==> src/rtl/aes_ctrl_pkg.sv <==
`default_nettype none
// ============================================================================
//  Module      : aes_ctrl_pkg
//  Description : Shared constants for the byte-serial AES-128 sequencer:
//                FSM state codes, mux select codes, size defaults and the
//                round-constant xtime helper.
//  Revision    : 1.0 - initial release
// ============================================================================
package aes_ctrl_pkg;

  // Block geometry defaults for AES-128
  localparam int NB_DEFAULT = 16;
  localparam int NR_DEFAULT = 10;

  // Controller states (explicit 2-bit encoding)
  localparam logic [1:0] ST_IDLE  = 2'd0;
  localparam logic [1:0] ST_LOAD  = 2'd1;
  localparam logic [1:0] ST_ROUND = 2'd2;
  localparam logic [1:0] ST_OUT   = 2'd3;

  // 4:1 state-path mux selects
  localparam logic [1:0] SEL_LOAD  = 2'b00;  // in ^ key
  localparam logic [1:0] SEL_MIX   = 2'b01;  // sbox -> mixcol -> ^ key
  localparam logic [1:0] SEL_FINAL = 2'b10;  // sbox -> ^ key (last round)
  localparam logic [1:0] SEL_HOLD  = 2'b11;

  // Key-path selects
  localparam logic [1:0] KSEL_EXT  = 2'b00;  // external key byte
  localparam logic [1:0] KSEL_ROT  = 2'b01;  // sbox(rotword) ^ rcon ^ key
  localparam logic [1:0] KSEL_XOR  = 2'b10;  // previous word ^ key
  localparam logic [1:0] KSEL_HOLD = 2'b11;

  localparam logic [7:0] RCON_INIT = 8'h01;

  // GF(2^8) multiply-by-two used to step the round constant
  function automatic logic [7:0] xtime(input logic [7:0] b);
    return {b[6:0], 1'b0} ^ (b[7] ? 8'h1B : 8'h00);
  endfunction

endpackage
`default_nettype wire

==> src/rtl/aes_rcon_gen.sv <==
`default_nettype none
// ============================================================================
//  Module      : aes_rcon_gen
//  Description : Round-constant register. Starts at 01 and advances by
//                xtime on request; clr returns it to 01 for the next block.
//  Revision    : 1.0 - initial release
// ============================================================================
module aes_rcon_gen
  import aes_ctrl_pkg::*;
(
  input  logic       clk,
  input  logic       rst_n,
  input  logic       clr,
  input  logic       adv,
  output logic [7:0] rcon
);

  logic [7:0] rcon_q;

  // Round-constant register: clear wins over advance
  always_ff @(posedge clk) begin
    if (!rst_n) begin
      rcon_q <= RCON_INIT;
    end else if (clr) begin
      rcon_q <= RCON_INIT;
    end else if (adv) begin
      rcon_q <= xtime(rcon_q);
    end
  end

  assign rcon = rcon_q;

endmodule
`default_nettype wire

==> src/rtl/aes_byte_seq_ctrl.sv <==
`default_nettype none
// ============================================================================
//  Module      : aes_byte_seq_ctrl
//  Description : Sequencer for the 8-bit byte-serial AES-128 datapath.
//                Steps one byte per clock through LOAD, ROUND and OUT,
//                driving mux selects, register enables and the round
//                constant, and handling the byte-stream handshakes.
//  Revision    : 1.0 - initial release
// ============================================================================
module aes_byte_seq_ctrl
  import aes_ctrl_pkg::*;
#(
  parameter int NR = NR_DEFAULT,
  parameter int NB = NB_DEFAULT
) (
  input  logic       clk,
  input  logic       rst_n,
  input  logic       start,
  output logic       busy,
  input  logic       in_valid,
  output logic       in_ready,
  output logic       in_sel,
  output logic [1:0] data_sel,
  output logic [1:0] key_sel,
  output logic       state_en,
  output logic       key_en,
  output logic [7:0] rcon,
  output logic [3:0] byte_idx,
  output logic [3:0] round_idx,
  output logic       out_valid,
  input  logic       out_ready,
  output logic       done
);

  localparam logic [3:0] LAST_BYTE  = 4'(NB - 1);
  localparam logic [3:0] LAST_ROUND = 4'(NR);

  logic [1:0] state;
  logic [3:0] byte_cnt;
  logic [3:0] round_cnt;

  logic last_byte;
  logic final_round;
  logic round_wrap;
  logic out_last_hs;
  logic rcon_adv;

  assign last_byte   = (byte_cnt == LAST_BYTE);
  assign final_round = (round_cnt == LAST_ROUND);
  assign round_wrap  = (state == ST_ROUND) && last_byte;
  assign out_last_hs = (state == ST_OUT) && out_ready && last_byte;
  // The last round's wrap leaves rcon alone; it is cleared when the block ends
  assign rcon_adv    = round_wrap && !final_round;

  // State, byte and round counters
  always_ff @(posedge clk) begin
    if (!rst_n) begin
      state     <= ST_IDLE;
      byte_cnt  <= 4'd0;
      round_cnt <= 4'd0;
    end else begin
      case (state)
        ST_IDLE: begin
          byte_cnt  <= 4'd0;
          round_cnt <= 4'd0;
          if (start) state <= ST_LOAD;
        end
        ST_LOAD: begin
          if (in_valid) begin
            if (last_byte) begin
              byte_cnt  <= 4'd0;
              round_cnt <= 4'd1;
              state     <= ST_ROUND;
            end else begin
              byte_cnt <= byte_cnt + 4'd1;
            end
          end
        end
        ST_ROUND: begin
          if (last_byte) begin
            byte_cnt <= 4'd0;
            if (final_round) state <= ST_OUT;
            else             round_cnt <= round_cnt + 4'd1;
          end else begin
            byte_cnt <= byte_cnt + 4'd1;
          end
        end
        ST_OUT: begin
          if (out_ready) begin
            if (last_byte) begin
              byte_cnt  <= 4'd0;
              round_cnt <= 4'd0;
              state     <= ST_IDLE;
            end else begin
              byte_cnt <= byte_cnt + 4'd1;
            end
          end
        end
        default: state <= ST_IDLE;
      endcase
    end
  end

  aes_rcon_gen u_rcon (
    .clk   (clk),
    .rst_n (rst_n),
    .clr   (out_last_hs),
    .adv   (rcon_adv),
    .rcon  (rcon)
  );

  // Output decode from state; only the enables and done see the handshake inputs
  always_comb begin
    busy      = 1'b0;
    in_ready  = 1'b0;
    in_sel    = 1'b0;
    data_sel  = SEL_HOLD;
    key_sel   = KSEL_HOLD;
    state_en  = 1'b0;
    key_en    = 1'b0;
    out_valid = 1'b0;
    done      = 1'b0;
    case (state)
      ST_LOAD: begin
        busy     = 1'b1;
        in_ready = 1'b1;
        in_sel   = 1'b1;
        data_sel = SEL_LOAD;
        key_sel  = KSEL_EXT;
        state_en = in_valid;
        key_en   = in_valid;
      end
      ST_ROUND: begin
        busy     = 1'b1;
        data_sel = final_round ? SEL_FINAL : SEL_MIX;
        key_sel  = (byte_cnt < 4'd4) ? KSEL_ROT : KSEL_XOR;
        state_en = 1'b1;
        key_en   = 1'b1;
      end
      ST_OUT: begin
        busy      = 1'b1;
        out_valid = 1'b1;
        state_en  = out_ready;
        done      = out_last_hs;
      end
      default: ;
    endcase
  end

  assign byte_idx  = byte_cnt;
  assign round_idx = round_cnt;

endmodule
`default_nettype wire

==> config.mk <==
export PLATFORM = sky130hd
export DESIGN_NAME = aes_byte_seq_ctrl
export DESIGN_NICKNAME = d
export VERILOG_FILES = /design/src/rtl/aes_ctrl_pkg.sv /design/src/rtl/aes_rcon_gen.sv /design/src/rtl/aes_byte_seq_ctrl.sv
export SDC_FILE = /design/constraint.sdc
export NUM_CORES = 1
export LEC_CHECK = 0
export BUFFER_PORTS_ARGS = -buffer_cell sky130_fd_sc_hd__buf_4
export CORE_MARGIN = 4
export CORE_UTILIZATION = 50
export DETAILED_ROUTE_END_ITERATION = 10
export MAX_ROUTING_LAYER = met4
export PLACE_DENSITY = 0.77
export SLEW_MARGIN = 20
export SYNTH_ARGS = -nofsm -noshare
export SYNTH_HDL_FRONTEND = slang
export SYNTH_HIERARCHICAL = 1
export SYNTH_SLANG_ARGS = --single-unit
==> constraint.sdc <==
create_clock -name clk -period 2.04 [get_ports clk]
set_input_delay 0.306 -clock clk [delete_from_list [all_inputs] [get_ports clk]]
set_output_delay 0.306 -clock clk [all_outputs]
set_load 0.02 [all_outputs]
# --- Word level (Yosys, flattened, before mapping) ---
# Cells that the tools add are included.
word_totals:
  output_inout_bits: 27
  register_bits: 18
  word_cells: 63
  input_bits: 5
classes:
  bitwise_logic: 2
  addsub: 2
  eq_ne: 13
  n_reduce_logical: 11
  n_lt_le_gt_ge: 1
  muxes: 30
op_table:
  columns: ["operator", "count"]
  rows:
  - ["4-bit 2-to-1 mux", 9]
  - ["4-bit one-hot mux with 4 select lines", 2]
  - ["2-bit 2-to-1 mux", 9]
  - ["2-bit != test, second input constant", 8]
  - ["4-bit by 1-bit adder with 4-bit output, second input constant", 2]
  - ["4-bit equality test, second input constant", 2]
  - ["2-bit one-hot mux with 2 select lines", 2]
  - ["2-bit one-hot mux with 4 select lines", 1]
  - ["8-bit XOR", 1]
  - ["7-bit AND reduction", 1]
  - ["6-bit AND reduction", 1]
  - ["5-bit 2-to-1 mux", 1]
  - ["2-bit equality test, second input constant", 2]
  - ["1-bit logical AND", 4]
  - ["4-bit by 3-bit < comparator with 1-bit output, second input constant", 1]
  - ["1-bit 2-to-1 mux", 4]
  - ["1-bit one-hot mux with 3 select lines", 1]
  - ["3-bit OR reduction", 1]
  - ["2-bit by 1-bit equality test with 1-bit output, second input constant", 1]
  - ["2-bit zero test", 1]
  - ["1-bit one-hot mux with 2 select lines", 1]
  - ["2-bit AND reduction", 1]
  - ["2-bit OR reduction", 1]
  - ["1-bit zero test", 1]
  - ["1-bit NOT", 1]

# --- Longest topological paths before layout ---
depth:
  ltp_word: 4
  ltp_mapped: 7
  ltp_nobuf: 6

# --- Modules after synthesis ---
# The synthesis kept the hierarchy.
by_module_without_submodules:
  columns: ["module", "area_per_inst_um2", "cells_per_inst", "instances"]
  rows:
  - ["aes_byte_seq_ctrl", 767.0, 94, 1]
  - ["aes_rcon_gen", 335.3, 31, 1]

# --- Worst setup path after synthesis ---
# No wires, ideal clock.
synth_path:
  path_type: "register to register"
  startpoint: "reg state[1]"
  endpoint: "reg round_cnt[1], in the netlist round_idx[1]"
  path_stages_with_launch: 8
  setup_ps: 70
  path_buffers: 1
  period_less_slack_ps: 1864
  t_arrival_ps: 1795
  slack_ps: 176
  cell_sequence: "dfxtp_1 > inv_1 > ha_1 > nor3_2 > o221ai_2 > buf_6 > or4_1 > a21oi_1"
synth_via:
  elab_chain_len: 3
  elab_cells_between_ends: 12
  classes_between: "eq/ne: 9; mux: 1; reduce/logical: 2"
synth_rtl:
  columns: ["item", "line", "rtl"]
  rows:
  - ["from (decl)", "aes_byte_seq_ctrl.sv:38", "logic [1:0] state;"]
  - ["from (signal assigned)", "aes_byte_seq_ctrl.sv:58", "state <= ST_IDLE;"]
  - ["from (signal assigned)", "aes_byte_seq_ctrl.sv:66", "if (start) state <= ST_LOAD;"]
  - ["from (signal assigned)", "aes_byte_seq_ctrl.sv:73", "state <= ST_ROUND;"]
  - ["2-bit equality test or 2-bit by 1-bit equality test with 1-bit output (tied branches)", "aes_byte_seq_ctrl.sv:62", "case (state)"]
  - ["2-bit != test (no source line)", null, null]
  - ["6-bit AND reduction (no source line)", null, null]
  - ["to (signal assigned)", "aes_byte_seq_ctrl.sv:83", "else round_cnt <= round_cnt + 4'd1;"]
  - ["to (decl)", "aes_byte_seq_ctrl.sv:40", "logic [3:0] round_cnt;"]
# Parallel ways exist; a longest one is shown, timed or not.
# A chain may end at the register's enable or synchronous reset.

# --- Worst setup path after layout ---
layout_path:
  startpoint: "reg byte_cnt[0], in the netlist byte_idx[0]"
  endpoint: "out done"
layout_via:
  elab_chain_len: 3
layout_rtl:
  columns: ["item", "line", "rtl"]
  rows:
  - ["from (decl)", "aes_byte_seq_ctrl.sv:39", "logic [3:0] byte_cnt;"]
  - ["from (signal assigned)", "aes_byte_seq_ctrl.sv:75", "byte_cnt <= byte_cnt + 4'd1;"]
  - ["from (signal assigned)", "aes_byte_seq_ctrl.sv:85", "byte_cnt <= byte_cnt + 4'd1;"]
  - ["from (signal assigned)", "aes_byte_seq_ctrl.sv:95", "byte_cnt <= byte_cnt + 4'd1;"]
  - ["4-bit equality test", "aes_byte_seq_ctrl.sv:48", "assign last_byte = (byte_cnt == LAST_BYTE);"]
  - ["1-bit logical AND", "aes_byte_seq_ctrl.sv:51", "assign out_last_hs = (state == ST_OUT) && out_ready && last_byte;"]
  - ["net out_last_hs", "aes_byte_seq_ctrl.sv:45", "logic out_last_hs;"]
  - ["1-bit 2-to-1 mux", "aes_byte_seq_ctrl.sv:123", "case (state)"]
  - ["to (decl)", "aes_byte_seq_ctrl.sv:32", "output logic done"]
# The timed path passes the listed nets, and every way through them passes these cells.

==> flow_metrics.env <==
export IMPL_worstSetupPathType="register to primary output"
export IMPL_fin_tns_setup_ps=0
export IMPL_dieHeight_um=55.0
export IMPL_end_kind="primary output"
export IMPL_place_ws_ps=139
export IMPL_port_buffers=31
export IMPL_worst_pin_slew_ps=481
export IMPL_cts_setup_buffers=0
export IMPL_nets=174
export IMPL_max_freq_ghz=0.510
export IMPL_syn_to_final_growth_pct=28.5
export IMPL_synth_nets=140
export IMPL_ys_ff_latch=18
export IMPL_p_per_area_nw_per_um2=1100
export IMPL_cp_slowest_cell="dfxtp_2"
export IMPL_avgSynthCellArea_um2=8.82
export IMPL_report_power_total_w=0.00156
export IMPL_finalHoldViolations=0
export IMPL_cp_cell_sequence="ha_1, and3_4, and3_2, and2_1, buf_4"
export IMPL_fin_ws_ps=79.8
export IMPL_drtIter0Drc=28
export IMPL_max_cap_viol_count=0
export IMPL_peakVddDrop_mv=0.749
export IMPL_rows=16
export IMPL_setup_violations=0
export IMPL_reg2reg_depth=6
export IMPL_numCtsBuffers=3
export IMPL_synth_seq_area_share_pct=32.7
export IMPL_cp_max_fo=5
export IMPL_status="finished clean"
export IMPL_synthCells=125
export IMPL_htree_levels=1
export IMPL_wl_um=2810
export IMPL_slowest_delay_ps=360
export IMPL_syn_area_um2=1100
export IMPL_fin_worst_skew_ps=8.99
export IMPL_n_antenna_cell=0
export IMPL_viasPerCell=5.62
export IMPL_place_area_um2=1350
export IMPL_vias=1040
export IMPL_slew_viol_final=0
export IMPL_critical_path_required_ps=1730
export IMPL_wire_per_inst_um=15.2
export IMPL_clkSinkCount=18
export IMPL_max_slew_margin_pct=67.6
export IMPL_pin_count=32
export IMPL_initial_utilization_pct=54.5
export IMPL_grt_pass1_vias=949
export IMPL_clock_path_buffers=2
export IMPL_hp_class="input port to register"
export IMPL_synth_distinct_cells=38
export IMPL_grt_pass1_wl_um=4370
export IMPL_drcViolationCount=0
export IMPL_grt_use_total_pct=21.6
export IMPL_cts_tree="yes"
export IMPL_worstSetupStartpointType="register"
export IMPL_arrival_ps=1650
export IMPL_gp_congestion=0.871
export IMPL_cts_root_buf="clkbuf_4"
export IMPL_antenna_found_initial=0
export IMPL_dp_hpwl_um=2110
export IMPL_ant_nets=0
export IMPL_period_share_pct=96.1
export IMPL_min_period_ps=1960
export IMPL_core_um2=2020
export IMPL_clock_latency_ps=310
export IMPL_grt_max_degree=13
export IMPL_fillers=173
export IMPL_drive_above_1_share_pct=32.9
export IMPL_whs_path_depth=3
export IMPL_first_pass_iters=4
export IMPL_clkSlewWorstSetupHoldPaths_ps=110
export IMPL_overflow=0
export IMPL_leakage_nw=0.585
export IMPL_fin_area_um2=1420
export IMPL_rsz0062_at_grt="false"
export IMPL_postCtsHoldBufs=0
export IMPL_dieArea_um2=3020
export IMPL_yosysWarnings=6
export IMPL_die_w_um=55.0
export IMPL_fin_util_pct=70.0
[stage by stage]
step                      hold WS (ps)  instances
after floorplan                    450        125
after global placement             490        181
after detailed placement           503        181
after CTS                          280        185
after global routing               285        185
final                              290        185
[worst max-delay path: cells and delay by family, from the launching register on]
kind	cells	cell delay, ps
flip-flops	1	360
adder cells (fa/ha/maj)	1	230
AND/OR/NAND/NOR	3	600
buffers and inverters	1	150
[routing by layer]
metal	track usage, %	part of all wire, %	vias up
met5	-	0	-
met4	9.72	1.6	0
met3	5.63	7.3	5
met2	33.7	49	50
met1	26.2	42	472
li1	-	-	513
[what timing repair did]
item / CTS / global route
hold endpoints to repair: 0 / 0
resized for setup: 2 / 7
gates cloned: 0 / 0
endpoints found under the setup margin: 2 / 4
pin swaps: 0 / 1
[power by group]
part | leakage (nW) | switching (W) | internal [W]
clock | 0.0210 | 0.000122 | 0.000109
sequential | 0.147 | 0.0000315 | 0.000386
combinational | 0.417 | 0.000529 | 0.000384
total | 0.585 | 0.000683 | 0.000879
[state kept, by name, indices dropped and copies added (netlist names)]
signal,flops
byte_idx,4
round_idx,4
state,2
u_rcon/rcon,8
[final timing paths]
path                                               start                   endpoint  slack [ps]
worst min-delay path                               rst_n      state[1]$_SDFFE_PN0P_         290
worst max register to register     state[0]$_SDFFE_PN0P_  round_idx[0]$_SDFFE_PN0P_         110
worst min register to register  byte_idx[1]$_SDFFE_PN0P_   byte_idx[1]$_SDFFE_PN0P_         500
worst max-delay path            byte_idx[0]$_SDFFE_PN0P_                       done          80
[final cells by class]
class                      instances  area, um^2  area share (%)
tap                               27        33.8            2.39
clock buffer                       4        36.3            2.56
timing repair buffer              35         263            18.6
multi-input combinational         94         693            48.9
sequential                        18         364            25.7
inverter                           7        26.3            1.86
[Yosys cell counts]
cell type	n	share of area [%]
a211o_1	1	0.79
a211oi_1	3	2.0
a21oi_1	8	3.6
a221oi_1	1	0.79
a22oi_1	1	0.68
a31oi_1	1	0.57
and2_1	2	1.1
and2b_1	1	0.68
and3_2	2	1.4
and3_4	1	1.0
buf_4	2	1.4
buf_6	3	3.1
clkbuf_1	1	0.34
dfxtp_1	18	33
ha_1	10	11
inv_1	7	2.4
mux2i_1	4	3.6
nand2_1	6	2.0
nand2b_1	1	0.57
nand2b_4	1	1.2
nand3_1	2	0.91
nand3b_1	3	2.0
nand4_1	1	0.57
nor2_1	16	5.4
nor2b_1	3	1.7
nor3_2	1	0.91
nor3b_1	2	1.4
nor4_1	1	0.57
o2111ai_1	1	0.79
o211a_1	1	0.91
o21ai_0	8	3.6
o221ai_2	1	1.4
o311ai_0	2	1.6
o31ai_1	1	0.68
o41ai_1	1	0.79
or4_1	3	2.0
or4b_1	1	0.91
xnor2_1	3	2.4
[cell families (layout without fill, tap and decap cells)]
| family | Yosys count | count (layout) | synth area share, % |
|---|---|---|---|
| buf+inv | 13 | 46 | 7.15 |
| flops | 18 | 18 | 32.7 |
| simple gates | 47 | 47 | 24.5 |
| fa+ha+maj | 10 | 10 | 11.4 |
| xor+xnor | 3 | 3 | 2.38 |
| mux | 4 | 4 | 3.63 |
| compound gates | 30 | 30 | 18.3 |
[layout by cell type, fill, tap and decap left out, types with 2 or more instances in the layout]
master / netlist / layout
a211oi_1: 3 / 3
a21oi_1: 8 / 8
and2_1: 2 / 2
and3_2: 2 / 2
buf_4: 2 / 35
clkbuf_4: 0 / 3
dfxtp_1: 18 / 15
dfxtp_2: 0 / 3
ha_1: 10 / 8
ha_2: 0 / 2
inv_1: 7 / 7
mux2i_1: 4 / 4
nand2_1: 6 / 6
nand3_1: 2 / 2
nand3b_1: 3 / 3
nor2_1: 16 / 15
nor2b_1: 3 / 3
nor3b_1: 2 / 2
o21ai_0: 8 / 8
o311ai_0: 2 / 2
or4_1: 3 / 3
xnor2_1: 3 / 3
(Power assumes the default switching activity.)
